### config.mk
export PLATFORM = sky130hd
export DESIGN_NAME = scan_chain_driver
export DESIGN_NICKNAME = d
export VERILOG_FILES = /design/src/rtl/scan_chain_driver.sv
export SDC_FILE = /design/constraint.sdc
export NUM_CORES = 1
export LEC_CHECK = 0
export CAP_MARGIN = 30
export CORE_ASPECT_RATIO = 0.75
export CORE_MARGIN = 4
export CORE_UTILIZATION = 48
export CTS_CLUSTER_DIAMETER = 120
export DETAILED_ROUTE_END_ITERATION = 12
export PLACE_DENSITY = 0.83
export SETUP_SLACK_MARGIN = 0.3
export SYNTH_ARGS = -nofsm -noshare
export SYNTH_HDL_FRONTEND = slang
export SYNTH_SLANG_ARGS = --single-unit
export TNS_END_PERCENT = 100
### constraint.sdc
create_clock -name CLK -period 3.5 [get_ports CLK]
set_clock_uncertainty 0.1 [all_clocks]
set_input_delay 0.525 -clock CLK [delete_from_list [all_inputs] [get_ports CLK]]
set_output_delay 0.525 -clock CLK [all_outputs]
set_load 0.005 [all_outputs]
### src/rtl/scan_chain_driver.sv
// scan_chain_driver
// Drives one scan chain through a load / capture / unload sequence.
// A latched parallel pattern is shifted MSB first onto SCD, SCE is dropped
// for a programmable capture window, then the response is shifted out of
// SCO MSB first and presented on RESP_OUT together with a one-cycle DONE.
// Every output comes straight from a flop so the chain pins see clean,
// glitch-free levels for the whole cycle.

module scan_chain_driver #(
  parameter int CHAIN_LEN  = 32,
  parameter int CAP_CYCLES = 1
) (
  input  logic                 CLK,
  input  logic                 RESET,
  input  logic                 START,
  input  logic                 ABORT,
  input  logic [CHAIN_LEN-1:0] PAT_IN,
  input  logic                 SCO,
  output logic                 SCD,
  output logic                 SCE,
  output logic                 BUSY,
  output logic                 DONE,
  output logic [CHAIN_LEN-1:0] RESP_OUT
);

  // Counter is sized for the chain length; widened only if the capture
  // window would not fit, so the terminal compare can never be missed.
  localparam int LEN_W = $clog2(CHAIN_LEN) + 1;
  localparam int CAP_W = $clog2(CAP_CYCLES) + 1;
  localparam int CNT_W = (LEN_W > CAP_W) ? LEN_W : CAP_W;

  localparam logic [CNT_W-1:0] LEN_LAST = CNT_W'(CHAIN_LEN - 1);
  localparam logic [CNT_W-1:0] CAP_LAST = CNT_W'(CAP_CYCLES - 1);
  localparam logic [CNT_W-1:0] CNT_ZERO = {CNT_W{1'b0}};
  localparam logic [CNT_W-1:0] CNT_ONE  = CNT_W'(1);

  localparam logic [2:0] IDLE      = 3'd0;
  localparam logic [2:0] SHIFT_IN  = 3'd1;
  localparam logic [2:0] CAPTURE   = 3'd2;
  localparam logic [2:0] SHIFT_OUT = 3'd3;
  localparam logic [2:0] FINISH    = 3'd4;

  logic [2:0]           state;
  logic [2:0]           state_n;
  logic [CNT_W-1:0]     cnt;
  logic [CNT_W-1:0]     cnt_n;
  logic [CHAIN_LEN-1:0] pat_sh;
  logic [CHAIN_LEN-1:0] pat_n;
  logic [CHAIN_LEN-1:0] resp_sh;
  logic [CHAIN_LEN-1:0] resp_sh_n;
  logic [CHAIN_LEN-1:0] resp_out_n;
  logic                 sce_n;
  logic                 scd_n;
  logic                 busy_n;
  logic                 done_n;

  // Next-state and next-output decode; outputs are computed one cycle early
  // so that the registered pins show the value belonging to the new state.
  always_comb begin
    state_n    = state;
    cnt_n      = cnt;
    pat_n      = pat_sh;
    resp_sh_n  = resp_sh;
    resp_out_n = RESP_OUT;
    sce_n      = 1'b0;
    scd_n      = 1'b0;
    busy_n     = 1'b0;
    done_n     = 1'b0;

    if (ABORT) begin
      // Abort beats START and leaves RESP_OUT untouched.
      state_n = IDLE;
      cnt_n   = CNT_ZERO;
    end else begin
      case (state)
        IDLE, FINISH: begin
          // FINISH accepts START too, which gives back-to-back sequences.
          if (START) begin
            state_n = SHIFT_IN;
            cnt_n   = CNT_ZERO;
            pat_n   = PAT_IN;
            sce_n   = 1'b1;
            scd_n   = PAT_IN[CHAIN_LEN-1];
            busy_n  = 1'b1;
          end else begin
            state_n = IDLE;
            cnt_n   = CNT_ZERO;
          end
        end

        SHIFT_IN: begin
          busy_n = 1'b1;
          if (cnt == LEN_LAST) begin
            state_n = CAPTURE;
            cnt_n   = CNT_ZERO;
          end else begin
            // Pattern register shifts left so the next bit is always at N-2.
            cnt_n = cnt + CNT_ONE;
            sce_n = 1'b1;
            scd_n = pat_sh[CHAIN_LEN-2];
            pat_n = {pat_sh[CHAIN_LEN-2:0], 1'b0};
          end
        end

        CAPTURE: begin
          busy_n = 1'b1;
          if (cnt == CAP_LAST) begin
            state_n = SHIFT_OUT;
            cnt_n   = CNT_ZERO;
            sce_n   = 1'b1;
          end else begin
            cnt_n = cnt + CNT_ONE;
          end
        end

        SHIFT_OUT: begin
          // First sample ends up in the MSB after CHAIN_LEN left shifts.
          resp_sh_n = {resp_sh[CHAIN_LEN-2:0], SCO};
          if (cnt == LEN_LAST) begin
            state_n    = FINISH;
            cnt_n      = CNT_ZERO;
            resp_out_n = resp_sh_n;
            done_n     = 1'b1;
          end else begin
            cnt_n  = cnt + CNT_ONE;
            sce_n  = 1'b1;
            busy_n = 1'b1;
          end
        end

        default: begin
          state_n = IDLE;
          cnt_n   = CNT_ZERO;
        end
      endcase
    end
  end

  // State, datapath and output registers with asynchronous reset to idle.
  always_ff @(posedge CLK or posedge RESET) begin
    if (RESET) begin
      state    <= IDLE;
      cnt      <= CNT_ZERO;
      pat_sh   <= {CHAIN_LEN{1'b0}};
      resp_sh  <= {CHAIN_LEN{1'b0}};
      RESP_OUT <= {CHAIN_LEN{1'b0}};
      SCE      <= 1'b0;
      SCD      <= 1'b0;
      BUSY     <= 1'b0;
      DONE     <= 1'b0;
    end else begin
      state    <= state_n;
      cnt      <= cnt_n;
      pat_sh   <= pat_n;
      resp_sh  <= resp_sh_n;
      RESP_OUT <= resp_out_n;
      SCE      <= sce_n;
      SCD      <= scd_n;
      BUSY     <= busy_n;
      DONE     <= done_n;
    end
  end

endmodule
==> results.sh, run 1 <==
export IMPL_outcome="finished, final reports clean"
export IMPL_r2r_end="RESP_OUT[13]"
export IMPL_clkTransAtPathRegs_ns=0.07
export IMPL_synth_cell_area_mm2=0.00463
export IMPL_io_buffers=72
export IMPL_min_to="cnt[0]"
export IMPL_p_sw_share_pct=24.8
export IMPL_ys_warn_count=0
export IMPL_avgViaCountPerCell=5.37
export IMPL_comb_power_share_pct=12.7
export IMPL_rows=30
export IMPL_antenna_left=0
export IMPL_synth_simple_area_share_pct=3.62
export IMPL_firstDrtPassIters=4
export IMPL_synth_xor_area_share_pct=0.945
export IMPL_worst_pin_slew_ns=0.781
export IMPL_max_freq_ghz=0.441
export IMPL_synth_cell_types=38
export IMPL_cts_resized=0
export IMPL_grt_setup_unrepaired="no"
export IMPL_multi_input_area_mm2=0.00182
export IMPL_first_iter_violations=195
export IMPL_setup_ws_ns=1.23
export IMPL_start_util_pct=50.2
export IMPL_cts_made_buffers=9
export IMPL_ir_drop_mv=0.242
export IMPL_diodes=0
export IMPL_drv_slew=0
export IMPL_cap_violations=0
export IMPL_gr_total_overflow=0
export IMPL_min_from="cnt[0]"
export IMPL_synth_compound_area_share_pct=16.0
export IMPL_totalWireLength_mm=8.88
export IMPL_p_clk_share_pct=35.7
export IMPL_hold_buffers=0
export IMPL_finalSetupViolCount=0
export IMPL_synth_top_family_by_area="multiplexers"
export IMPL_cts_buffer_depth=2
export IMPL_design_area_mm2=0.00577
export IMPL_worst_setup_path_end_kind="register"
export IMPL_worstPathArrival_ns=2.40
export IMPL_internal_power_w=0.00202
export IMPL_grt_pass1_wl_mm=14.6
export IMPL_numClockSinks=107
export IMPL_start_kind="register"
export IMPL_finalPower_w=0.00269
export IMPL_critPathKind="register to register"
export IMPL_r2r_slack_ns=1.23
export IMPL_dieHeight_um=93.1
export IMPL_syn_nets=349
export IMPL_min_period_ns=2.27
export IMPL_gp_congestion=0.772
export IMPL_root_buffer="clkbuf_16"
export IMPL_power_frac_seq_pct=51.6
export IMPL_cts_setup_buffers=0
export IMPL_die_area_mm2=0.0113
export IMPL_seqCellArea_mm2=0.00268
export IMPL_first_global_vias=2789
export IMPL_reg2regPathDepth=5
export IMPL_r2r_start="cnt[0]"
export IMPL_pre_cts_slack_ns=0.887
export IMPL_final_cell_mix="107 x dfrtp_1, 72 x clkdlybuf4s50_1, 34 x mux2_2, 30 x o22ai_1"
export IMPL_via_count=2745
export IMPL_die_x_um=121
export IMPL_switchingPower_w=0.000665
export IMPL_hold_path_class="register to register"
export IMPL_whs_path_depth=1
export IMPL_drcViolationCount=0
export IMPL_path_max_fanout=33
export IMPL_relSlewSlack_pct=47.8
export IMPL_htree_levels=3
export IMPL_ys_ff_latch=107
export IMPL_finalHoldViolCount=0
export IMPL_tns_ns=0
export IMPL_antenna_found_initial=0
export IMPL_drive_gt1_share_pct=31.6
export IMPL_clk_latency_ns=0.34
export IMPL_finalCritPeriodShare_pct=64.7
export IMPL_synthCells=310
export IMPL_fin_nets=417
export IMPL_required_ns=3.63
export IMPL_muxShareOfSynthArea_pct=17.7
export IMPL_final_common_cell="dfrtp_1"
export IMPL_area_growth_pct=24.6
export IMPL_dpl_cell_area_mm2=0.00548
export IMPL_place_hpwl_mm=5.82
export IMPL_io_pins=73
export IMPL_nFillCells=697
export IMPL_wl_per_cell_um=17.4
export IMPL_core_region_area_mm2=0.00923
export IMPL_synth_adder_area_share_pct=0.540
export IMPL_grt_use_total_pct=16.2
export IMPL_power_leakage_nw=2.48
export IMPL_ys_seq_area_share_pct=57.8
export IMPL_postSynthAreaPerCell_um2=14.9
export IMPL_power_density_mw_per_mm2=465
export IMPL_grt_max_degree=40
export IMPL_cts_tree="yes"
-- per-stage QoR --
step / hold WS, ns / util [%] / instances
final: 0.396 / 62.5 / 511
after floorplan: 0.352 / - / 310
after CTS: 0.392 / 62.5 / 511
after detailed placement: 0.382 / 59.4 / 495
after global routing: 0.422 / 62.5 / 511
after global placement: 0.375 / 59.4 / 495
-- power by group through the flow --
stage	combinational [W]	clock (W)	sequential [W]
3_5_place_dp	0.000343	0	0.00141
3_3_place_gp	0.000332	0	0.00140
5_1_grt	0.000366	0.00103	0.00140
6_report	0.000340	0.000958	0.00139
2_1_floorplan	0.000251	0	0.00139
4_1_cts	0.000345	0.000987	0.00139
-- state kept, by name (all words and copies together), names as in the netlist --
name and cells:
resp_sh 31, SCD 1, DONE 1, cnt 6
BUSY 1, SCE 1, RESP_OUT 32, pat_sh 31
state 3
-- how the worst max path moves through the flow --
stage | startpoint | end | slack [ns] | cells past startpoint
2_1_floorplan | RESET | BUSY | 1.59 | 1
3_3_place_gp | ABORT | RESP_OUT[15] | 0.93 | 5
3_5_place_dp | ABORT | RESP_OUT[13] | 0.89 | 5
4_1_cts | cnt[0] | RESP_OUT[13] | 1.21 | 5
5_1_grt | cnt[0] | RESP_OUT[14] | 1.13 | 5
6_report | cnt[0] | RESP_OUT[13] | 1.23 | 5
-- metal layers --
metal / vias up / share of wire, % / global-route usage [%]
li1: 1277 / - / -
met2: 54 / 47 / 25.3
met5: - / 0 / 0
met3: 6 / 4.4 / 4.72
met1: 1408 / 48 / 22.8
met4: 0 / 0.71 / 3.36
-- layout make-up --
class                   count  area share [%]
clock buffers              10            3.97
clock inverters             6            1.06
inverters                   7           0.520
multi-input cells         174            31.5
flip-flops and latches    107            46.4
well taps                 128            2.77
repair buffers             79            13.8
-- critical path, cell delays in order, from the launching register on --
cell and delay (ns):
dfrtp_1 0.39, ha_1 0.23, nand2b_1 0.14, nor2_1 0.28
and2_4 0.61, mux2_2 0.40
-- logic make-up after synthesis --
logic type	Yosys count
and+or+nand+nor	30
buffers and inverters	29
AOI/OAI and AO/OA	74
muxes	63
DFF	107
xor gates and xnor gates	5
adders and majority gates	2
-- cell usage after synthesis, drive strengths merged --
library cell | number | area (um^2)
a21o | 1 | 7.51
o22ai | 30 | 188
a21bo | 1 | 10.0
nor2 | 9 | 33.8
a21boi | 1 | 11.3
nand2b | 4 | 25.0
buf | 14 | 103
ha | 2 | 25.0
mux2 | 63 | 818
nand3 | 5 | 25.0
inv | 7 | 26.3
and3 | 1 | 6.26
o21bai | 1 | 7.51
nor2b | 1 | 6.26
dfrtp | 107 | 2680
nand2 | 1 | 3.75
o21a | 1 | 7.51
a2bb2oi | 30 | 444
nor3b | 2 | 26.3
nor3 | 4 | 20.0
xor2 | 2 | 17.5
a211oi | 2 | 20.0
o2bb2ai | 1 | 8.76
a31oi | 2 | 12.5
and2 | 2 | 15.0
nor4 | 1 | 6.26
a2111oi | 1 | 10.0
o21ai | 3 | 15.0
xnor2 | 3 | 26.3
clkbuf | 8 | 30.0
No activity file was read; power rests on OpenSTA's default activity.
==> inputs of run 2 (changes only) <==
CORE_UTILIZATION = 50   (was 48)
clock period = 2.2 ns   (was 3.5 ns; I/O delays follow)
==> run 2 against run 1 <==
  * Sequential share of layout area is 1.0 points lower
  * Largest power group unchanged
  * First-iteration DRC count rose by 2.1%
  * Clock power increased by 72%
  * Setup slack got worse by 0.86 ns
  * Combinational power up 62%
  * Maximum frequency grew 24%
==> results.sh, run 2 (synthesis results as in run 1) <==
export IMPL_totalWireLength_mm=8.98
export IMPL_start_util_pct=51.2
export IMPL_tns_ns=0
export IMPL_die_area_mm2=0.0109
export IMPL_min_to="cnt[0]"
export IMPL_cpMaxStageDelayCell="dfrtp_1"
export IMPL_min_period_ns=1.82
export IMPL_diodes=0
export IMPL_cts_tree="yes"
export IMPL_outcome="finished, final reports clean"
export IMPL_wl_per_cell_um=17.4
export IMPL_finalHoldViolCount=0
export IMPL_reg2regPathDepth=5
export IMPL_hold_ws_ns=0.386
export IMPL_grt_pass1_wl_mm=15.2
export IMPL_r2r_slack_ns=0.38
export IMPL_power_leakage_nw=2.53
export IMPL_required_ns=2.33
export IMPL_ir_drop_mv=0.406
export IMPL_gp_congestion=0.784
export IMPL_whs_path_depth=1
export IMPL_finalSetupViolCount=0
export IMPL_drv_slew=0
export IMPL_max_flop_register="RESP_OUT"
export IMPL_hold_buffers=0
export IMPL_grt_max_degree=108
export IMPL_die_x_um=119
export IMPL_power_density_mw_per_mm2=747
export IMPL_first_iter_violations=199
export IMPL_clk_latency_ns=0.34
export IMPL_avgViaCountPerCell=5.35
export IMPL_relSlewSlack_pct=62.7
export IMPL_start_kind="register"
export IMPL_antenna_left=0
export IMPL_finalCritPeriodShare_pct=82.9
export IMPL_r2r_end="RESP_OUT[14]"
export IMPL_antenna_found_initial=0
export IMPL_finalPower_w=0.00441
export IMPL_core_region_area_mm2=0.00905
export IMPL_worst_pin_slew_ns=0.559
export IMPL_path_cells="nor2_1 > and3_1 > and2_4 > buf_12 > mux2_2"
export IMPL_final_cell_mix="107 x dfrtp_1, 72 x clkdlybuf4s50_1, 34 x mux2_2, 30 x o22ai_1"
export IMPL_final_common_cell="dfrtp_1"
export IMPL_drcViolationCount=0
export IMPL_max_stage_delay_ns=0.48
export IMPL_area_growth_pct=27.3
export IMPL_grt_setup_unrepaired="no"
export IMPL_grt_use_total_pct=17.1
export IMPL_place_hpwl_mm=5.71
export IMPL_gr_total_overflow=0
export IMPL_worst_setup_path_end_kind="register"
export IMPL_path_max_fanout=15
export IMPL_io_pins=73
export IMPL_fin_nets=423
export IMPL_nFillCells=656
export IMPL_rows=30
export IMPL_cts_made_buffers=9
export IMPL_via_count=2765
export IMPL_cts_buffer_depth=2
export IMPL_top_regs="RESP_OUT: 32 flops, pat_sh: 31 flops, resp_sh: 31 flops"
export IMPL_root_buffer="clkbuf_16"
export IMPL_dieHeight_um=91.4
export IMPL_clkTransAtPathRegs_ns=0.07
export IMPL_min_from="cnt[0]"
export IMPL_hold_path_class="register to register"
export IMPL_first_global_vias=2937
export IMPL_drive_gt1_share_pct=33.4
export IMPL_firstDrtPassIters=5
export IMPL_htree_levels=3
export IMPL_numClockSinks=107
export IMPL_worstPathArrival_ns=1.95
export IMPL_max_freq_ghz=0.548
export IMPL_cap_violations=0
export IMPL_io_buffers=72
export IMPL_r2r_start="state[2]"
export IMPL_critPathKind="register to register"
export IMPL_largest_reg_flops=32
==> run 2: changes by cell type in the layout (fill, tap and decap cells not counted), sizes merged <==
| cell | before | now |
|---|---|---|
| clkinv | 4 | 1 |
| bufinv | 0 | 1 |
| inv | 7 | 10 |
| buf | 7 | 13 |
| clkbuf | 10 | 9 |
==> run 2: worst max path at each step <==
stage / startpoint / to / cells after the start
after global placement: ABORT / RESP_OUT[13] / 6
final: state[2] / RESP_OUT[14] / 5
after detailed placement: START / pat_sh[30] / 5
after floorplan: cnt[0] / RESP_OUT[0] / 7
after global routing: state[0] / pat_sh[25] / 5
after CTS: cnt[1] / RESP_OUT[14] / 6
==> run 2: metal layers <==
metal | vias up | routed length [um] | track usage [%]
met5 | - | 0 | 0
met4 | 0 | 92 | 5.79
met3 | 8 | 307 | 3.80
met2 | 49 | 4350 | 27.3
met1 | 1419 | 4230 | 23.3
li1 | 1289 | - | -
==> run 2: area by class of cell <==
type | instances | area, um^2 | area share [%]
clock inverter | 7 | 80.1 | 1.36
sequential | 107 | 2680 | 45.4
clock buffer | 9 | 225 | 3.82
multi-input combinational | 174 | 1830 | 30.9
inverter | 7 | 30.0 | 0.509
tap | 128 | 160 | 2.71
timing repair buffer | 85 | 901 | 15.3
==> run 2: metrics by stage <==
stage	setup slack [ns]	instances	instance area, um^2	utilization, %
after floorplan	0.417	310	4640	-
after global routing	0.301	517	5900	65.2
after CTS	0.331	517	5880	65.0
after global placement	0.121	501	5580	61.6
after detailed placement	0.0966	501	5580	61.6
final	0.376	517	5900	65.2
==> run 2: power by group <==
| group | internal (W) | switching [W] |
|---|---|---|
| sequential | 0.00210 | 0.000102 |
| combinational | 0.000333 | 0.000217 |
| clock | 0.000902 | 0.000752 |
| total | 0.00334 | 0.00107 |
==> run 2: worst max-delay path, delay by kind of cell (launching register included) <==
kind | cells | cell delay (ns)
simple gates | 3 | 0.61
flops | 1 | 0.48
buf+inv | 1 | 0.17
mux | 1 | 0.34
==> run 2: timing repair <==
| action | in CTS | in global routing |
|---|---|---|
| setup buffers | 0 | 0 |
| endpoints found under the setup margin | 0 | 63 |
| hold endpoints to repair | 0 | 0 |
| resized for setup | 0 | 4 |
